<file path="src/rtl/dmem_port_arbiter_pkg.sv">
// Shared constants for the two-port data-memory arbiter: FSM encoding,
// requester ids and default bus widths.
package dmem_port_arbiter_pkg;

    localparam int DEF_ADDR_W = 8;
    localparam int DEF_DATA_W = 8;

    localparam logic [1:0] ST_IDLE = 2'd0;
    localparam logic [1:0] ST_BUSY = 2'd1;
    localparam logic [1:0] ST_RESP = 2'd2;

    localparam logic PORT_LSU   = 1'b0;
    localparam logic PORT_FETCH = 1'b1;

    function automatic logic other_port(input logic id);
        return ~id;
    endfunction

endpackage

</file>
<file path="src/rtl/dmem_port_arbiter_if.sv">
// Request/ack handshake bundle for one memory requester; the requester is
// the master, the arbiter the slave.
interface dmem_port_arbiter_if
    import dmem_port_arbiter_pkg::*;
#(
    parameter int ADDR_W = DEF_ADDR_W,
    parameter int DATA_W = DEF_DATA_W
);
    logic              req;
    logic              we;
    logic [ADDR_W-1:0] addr;
    logic [DATA_W-1:0] wdata;
    logic              ack;
    logic [DATA_W-1:0] rdata;

    modport master (output req, output we, output addr, output wdata,
                    input  ack, input  rdata);
    modport slave  (input  req, input  we, input  addr, input  wdata,
                    output ack, output rdata);
endinterface

</file>
<file path="src/rtl/dmem_port_arbiter_rr_pick2.sv">
// Combinational two-way round-robin picker: on a tie the port that did not
// win last time is chosen.
module dmem_port_arbiter_rr_pick2 (
    input  logic [1:0] i_req,
    input  logic       i_last_grant,
    output logic       o_valid,
    output logic       o_winner
);
    assign o_valid  = |i_req;
    assign o_winner = (&i_req) ? ~i_last_grant : i_req[1];
endmodule

</file>
<file path="src/rtl/dmem_port_arbiter.sv">
// Arbiter/sequencer for a single-port 256x8 memory shared by the load/store
// unit (r0) and instruction fetch (r1): IDLE -> BUSY (memory access) -> RESP (ack).
module dmem_port_arbiter
    import dmem_port_arbiter_pkg::*;
#(
    parameter int ADDR_W = DEF_ADDR_W,
    parameter int DATA_W = DEF_DATA_W
) (
    input  logic                   clk,
    input  logic                   rst,
    dmem_port_arbiter_if.slave     r0,
    dmem_port_arbiter_if.slave     r1,
    output logic                   mem_write,
    output logic [ADDR_W-1:0]      mem_addr,
    output logic [DATA_W-1:0]      mem_wdata,
    input  logic [DATA_W-1:0]      mem_rdata
);

    logic [1:0]        r_state;
    logic              r_last_grant;
    logic              r_id;
    logic              r_we;
    logic [ADDR_W-1:0] r_addr;
    logic [DATA_W-1:0] r_wdata;
    logic [DATA_W-1:0] r_rdata;

    logic [1:0]        w_req;
    logic              w_valid;
    logic              w_winner;
    logic              w_sel_we;
    logic [ADDR_W-1:0] w_sel_addr;
    logic [DATA_W-1:0] w_sel_wdata;
    logic              w_resp;

    // In RESP only the port that was not just served may be picked up.
    always_comb begin
        w_req = 2'b00;
        case (r_state)
            ST_IDLE: w_req = {r1.req, r0.req};
            ST_RESP: w_req = other_port(r_id) ? {r1.req, 1'b0} : {1'b0, r0.req};
            default: w_req = 2'b00;
        endcase
    end

    dmem_port_arbiter_rr_pick2 u_pick (
        .i_req        (w_req),
        .i_last_grant (r_last_grant),
        .o_valid      (w_valid),
        .o_winner     (w_winner)
    );

    assign w_sel_we    = w_winner ? r1.we    : r0.we;
    assign w_sel_addr  = w_winner ? r1.addr  : r0.addr;
    assign w_sel_wdata = w_winner ? r1.wdata : r0.wdata;

    always_ff @(posedge clk or posedge rst) begin
        if (rst) begin
            r_state      <= ST_IDLE;
            r_last_grant <= PORT_FETCH;
            r_id         <= 1'b0;
            r_we         <= 1'b0;
            r_addr       <= '0;
            r_wdata      <= '0;
            r_rdata      <= '0;
        end else begin
            case (r_state)
                ST_IDLE, ST_RESP: begin
                    if (w_valid) begin
                        r_id         <= w_winner;
                        r_last_grant <= w_winner;
                        r_we         <= w_sel_we;
                        r_addr       <= w_sel_addr;
                        r_wdata      <= w_sel_wdata;
                        r_state      <= ST_BUSY;
                    end else begin
                        r_state      <= ST_IDLE;
                    end
                end
                // Asynchronous read: rdata is sampled before the write lands.
                ST_BUSY: begin
                    r_rdata <= mem_rdata;
                    r_state <= ST_RESP;
                end
                default: r_state <= ST_IDLE;
            endcase
        end
    end

    // Address/data follow the latched request, so they hold outside BUSY.
    assign mem_write = (r_state == ST_BUSY) && r_we && !rst;
    assign mem_addr  = r_addr;
    assign mem_wdata = r_wdata;

    assign w_resp   = (r_state == ST_RESP);
    assign r0.ack   = w_resp && (r_id == PORT_LSU);
    assign r1.ack   = w_resp && (r_id == PORT_FETCH);
    assign r0.rdata = w_resp ? r_rdata : '0;
    assign r1.rdata = w_resp ? r_rdata : '0;

endmodule

</file>
<file path="src/flat_wrapper.sv">
// flat-port wrapper written by rule: the top's interface ports become plain ports
module dmem_port_arbiter_flat import dmem_port_arbiter_pkg::*;
#(
    parameter int ADDR_W = DEF_ADDR_W,
    parameter int DATA_W = DEF_DATA_W
)
  (clk, rst, mem_write, mem_addr, mem_wdata, mem_rdata, r0_req, r0_we, r0_addr, r0_wdata, r0_ack, r0_rdata, r1_req, r1_we, r1_addr, r1_wdata, r1_ack, r1_rdata);
  dmem_port_arbiter_if #(.ADDR_W(ADDR_W), .DATA_W(DATA_W)) r0_i ();
  dmem_port_arbiter_if #(.ADDR_W(ADDR_W), .DATA_W(DATA_W)) r1_i ();
  input  logic clk;
  input  logic rst;
  output logic mem_write;
  output logic [ADDR_W-1:0] mem_addr;
  output logic [DATA_W-1:0] mem_wdata;
  input  logic [DATA_W-1:0] mem_rdata;
  input wire logic [$bits(r0_i.req)-1:0] r0_req;
  input wire logic [$bits(r0_i.we)-1:0] r0_we;
  input wire logic [$bits(r0_i.addr)-1:0] r0_addr;
  input wire logic [$bits(r0_i.wdata)-1:0] r0_wdata;
  output wire logic [$bits(r0_i.ack)-1:0] r0_ack;
  output wire logic [$bits(r0_i.rdata)-1:0] r0_rdata;
  input wire logic [$bits(r1_i.req)-1:0] r1_req;
  input wire logic [$bits(r1_i.we)-1:0] r1_we;
  input wire logic [$bits(r1_i.addr)-1:0] r1_addr;
  input wire logic [$bits(r1_i.wdata)-1:0] r1_wdata;
  output wire logic [$bits(r1_i.ack)-1:0] r1_ack;
  output wire logic [$bits(r1_i.rdata)-1:0] r1_rdata;
  assign r0_i.req = r0_req;
  assign r0_i.we = r0_we;
  assign r0_i.addr = r0_addr;
  assign r0_i.wdata = r0_wdata;
  assign r0_ack = r0_i.ack;
  assign r0_rdata = r0_i.rdata;
  assign r1_i.req = r1_req;
  assign r1_i.we = r1_we;
  assign r1_i.addr = r1_addr;
  assign r1_i.wdata = r1_wdata;
  assign r1_ack = r1_i.ack;
  assign r1_rdata = r1_i.rdata;
  dmem_port_arbiter #(.ADDR_W(ADDR_W), .DATA_W(DATA_W)) u_core (.clk(clk), .rst(rst), .r0(r0_i), .r1(r1_i), .mem_write(mem_write), .mem_addr(mem_addr), .mem_wdata(mem_wdata), .mem_rdata(mem_rdata));
endmodule
</file>
<file path="config.mk">
export PLATFORM = sky130hd
export DESIGN_NAME = dmem_port_arbiter_flat
export DESIGN_NICKNAME = d
export VERILOG_FILES = /design/src/rtl/dmem_port_arbiter_pkg.sv /design/src/rtl/dmem_port_arbiter_if.sv /design/src/rtl/dmem_port_arbiter_rr_pick2.sv /design/src/rtl/dmem_port_arbiter.sv /design/src/flat_wrapper.sv
export SDC_FILE = /design/constraint.sdc
export NUM_CORES = 1
export LEC_CHECK = 0
export CAP_MARGIN = 20
export CORE_MARGIN = 5
export CORE_UTILIZATION = 36
export CTS_BUF_LIST = sky130_fd_sc_hd__clkbuf_16
export CTS_CLUSTER_SIZE = 24
export DETAILED_ROUTE_END_ITERATION = 10
export PLACE_DENSITY = 0.85
export SYNTH_ARGS = -nofsm -noshare
export SYNTH_HDL_FRONTEND = slang
export SYNTH_SLANG_ARGS = --single-unit
export TNS_END_PERCENT = 20
</file>
<file path="constraint.sdc">
create_clock -name clk -period 1.3 [get_ports clk]
set_input_delay 0.195 -clock clk [delete_from_list [all_inputs] [get_ports clk]]
set_output_delay 0.195 -clock clk [all_outputs]
set_load 0.02 [all_outputs]
</file>
==> flow_summary_export.csv <==
group,metric,value,unit
yosys,synth_top_family_by_area,"compound AO/OA/AOI/OAI gates",
final_layout,num-fill-cells,361,
sta,drv_slew,0,
run_status,status,"finished with violations",
power,p_per_area,2320,nW/um^2
drt,drc,0,
placed_design,port_buffers,80,
worst_setup_path,cp_max_fo,8,
sta,timing_hold_violations_final,0,
placed_design,dp_slack,-375,ps
final_layout,regArea,728,sq um
placed_design,place.gp.congestion,0.739,
yosys,synth_mux_area_share,6.38,%
clock_tree,clock-sinks,29,
sta,worst_pin_slew,311,ps
drt,routed_via_density,4.84,
worst_setup_path,crit_type,"reg2reg",
global_route,antenna_found_initial,0,
final_layout,multi_input_area,679,sq um
worst_setup_path,r2r_end,"u_core.mem_addr[5]",
sta,fin_setup_tns,-2440,ps
sta,skew,6.01,ps
run,maxCapViolCount,0,
clock_tree,clk_latency,270,ps
yosys,yosys_warnings,0,
die,initial_core_util,36.5,%
worst_setup_path,slowest_delay,420,ps
sta,rsz0062_at_grt,"yes",
worst_setup_path,crit-reg2reg-launch,"u_core.r_id",
final_layout,stdcell_count,295,
worst_setup_path,ff2ff_path_depth,4,
placed_design,dpl.hpwl,3.20,mm
sta,hold_slack,331,ps
clock_tree,htreeDepth,2,
drt,routed-via-count,1428,
yosys,syn_inst,152,
placed_design,dp_cells,285,
worst_setup_path,cp-end-kind,"flip-flop",
worst_setup_path,regToRegSetupSlack,-100,ps
drt,drt_wl_total,4.31,mm
power,ir_worst_vdd,0.00111,V
worst_setup_path,cpMaxStageDelayCell,"dfrtp_1",
final_layout,final_core_util,64.0,%
yosys,ys_ff_latch,29,
final_layout,drive_gt1_share,34.2,%
worst_setup_path,critPathArrivalTime,1530,ps
sta,timing.final.ws_setup,-99.1,ps
yosys,syn_area,1570,sq um
min_path,hold_class,"in2async",
yosys,synth-compound-area-share,16.8,%
die,core,4290,sq um
sta,setup_viol,37,
die,num_rows,24,
clock_tree,cts_buffer_depth,2,
global_route,grt_overflow,0,
drt,drt-pass1-iter-count,4,
yosys,syn_nets,198,
clock_tree,cts-root-buf,"clkbuf_16",
worst_setup_path,cp-start-kind,"flip-flop",
sta,period_needed,1400,ps
global_route,grt_pass1_wl,7.20,mm
worst_setup_path,worstPathCellList,"mux2i_2 -> a211oi_4 -> buf_6 -> o221ai_1",
final_layout,fin_area,2750,sq um
die,dieArea,5780,sq um
drt,routedWlPerCell,14.6,um
worst_setup_path,crit_required,1430,ps
final_layout,layout.nets,288,
yosys,synth_cell_types,26,
placed_design,placed_area,2510,sq um
yosys,seq_area_frac_synth,46.3,%
power,power,6.38,mW
drt,drtIter0Drc,87,
final_layout,diodes,0,
yosys,synth_adder_area_share,0,%
sta,slew_headroom,79.2,%
sta,fin_crit_sh,108,%
sta,fmax,715,MHz
clock_tree,clkTransAtPathRegs,50,ps
clock_tree,cts_tree,"done",
global_route,track_usage,15.0,%
die,fp.dieH,76.0,um
clock_tree,cts_made_buffers,5,
yosys,synth_xor_area_share,0,%
global_route,grt_max_degree,30,
run_status,violations,"negative setup slack",
die,die_x,76.0,um
final_layout,syn2layout_area_growth,75.1,%
yosys,synth-simple-area-share,14.4,%
power,p_leak,1.29,nW
yosys,syn_avg_cell_area,10.3,sq um
global_route,grt_pass1_vias,1574,
drt,postRouteAntennaNets,0,
die,ios,81,
synth_stat cells:
cell	n	area [sq um]
nand2_1	1	3.75
nor3_1	1	5.00
a21oi_1	1	5.00
nand2b_1	2	12.5
o311ai_4	1	26.3
dfstp_2	1	26.3
dfrtp_1	28	701
mux2i_1	1	10.0
o221ai_2	8	120
buf_4	9	67.6
mux2_2	8	90.1
o21ai_1	1	5.00
a31o_2	1	8.76
buf_6	1	11.3
inv_1	39	146
nand3_1	1	5.00
nand3b_1	1	7.51
buf_1	1	3.75
a211oi_4	1	20.0
nand4_1	17	106
and2_1	10	62.6
clkbuf_1	1	3.75
buf_2	4	20.0
nor2b_1	3	18.8
o221ai_1	9	78.8
nor2_1	1	3.75
cell usage in the layout, fill, tap and decap left out, types with 2 or more instances in the layout:
cell type         n
o221ai_2         13
buf_4            18
and2_4            7
and2_1            2
buf_6            16
clkdlybuf4s50_1  45
dlygate4sd2_1    16
nand4_1          17
o221ai_1          4
nor2b_4           3
buf_12            3
clkbuf_16         5
inv_1            40
mux2_2            8
dfrtp_1          27
nand2b_1          2
area by class of cell:
cell class                 count  area share [%]
inverter                      39            5.33
sequential                    29            26.5
tap                           52            2.37
clock buffer                   5            4.55
clock inverter                 3            1.37
timing repair buffer          98            35.2
multi-input combinational     69            24.7
worst max path at each step:
| stage | startpoint | slack (ps) | to | cells past startpoint |
|---|---|---|---|---|
| floorplan | u_core.r_id | -70 | u_core.mem_addr[0] | 4 |
| global placement | r0_req | -310 | u_core.mem_wdata[0] | 5 |
| detailed placement | r1_req | -380 | u_core.mem_wdata[0] | 5 |
| CTS | u_core.r_state[0] | -130 | r0_rdata[5] | 3 |
| global route | r1_req | -160 | u_core.mem_addr[5] | 5 |
| finish | u_core.r_id | -100 | u_core.mem_addr[5] | 4 |
repair_timing:
action / CTS / global route
endpoints found under the setup margin: 53 / 38
gates cloned: 1 / 0
pin swaps: 8 / 4
setup buffers: 0 / 1
resized for setup: 133 / 12
hold buffers: 0 / 0
report_power, final:
group	switching, mW	internal, mW	leakage, nW
combinational	1.74	1.73	0.862
clock	0.371	0.887	0.0826
sequential	0.272	1.38	0.347
total	2.38	4.00	1.29
routing by layer:
metal  vias up  GRT usage, %  part of all wire (%)
met1       678          16.8                    38
li1        697             -                     -
met3         6          5.32                   7.6
met5         -             0                     0
met4         0          3.74                   1.1
met2        47          26.9                    53
logic make-up (layout without fill, tap and decap cells):
| kind of cell | after synthesis | after routing |
|---|---|---|
| compound gates | 22 | 22 |
| buf+inv | 55 | 145 |
| flops | 29 | 29 |
| mux | 9 | 9 |
| simple gates | 37 | 38 |
sequential cells by signal, indices dropped and copies added, names as in the netlist:
register             count
u_core.mem_wdata         8
u_core.r_id              1
u_core.mem_addr          8
u_core.r_rdata           8
u_core.r_last_grant      1
u_core.r_state           2
u_core.r_we              1
critical path: cells and delay by family (launching register included):
family,cells,cell delay (ps)
multiplexers,1,190
buffers and inverters,1,190
flip-flops,1,420
AO/OA/AOI/OAI,2,450
Power figures use the tool's default switching activity.
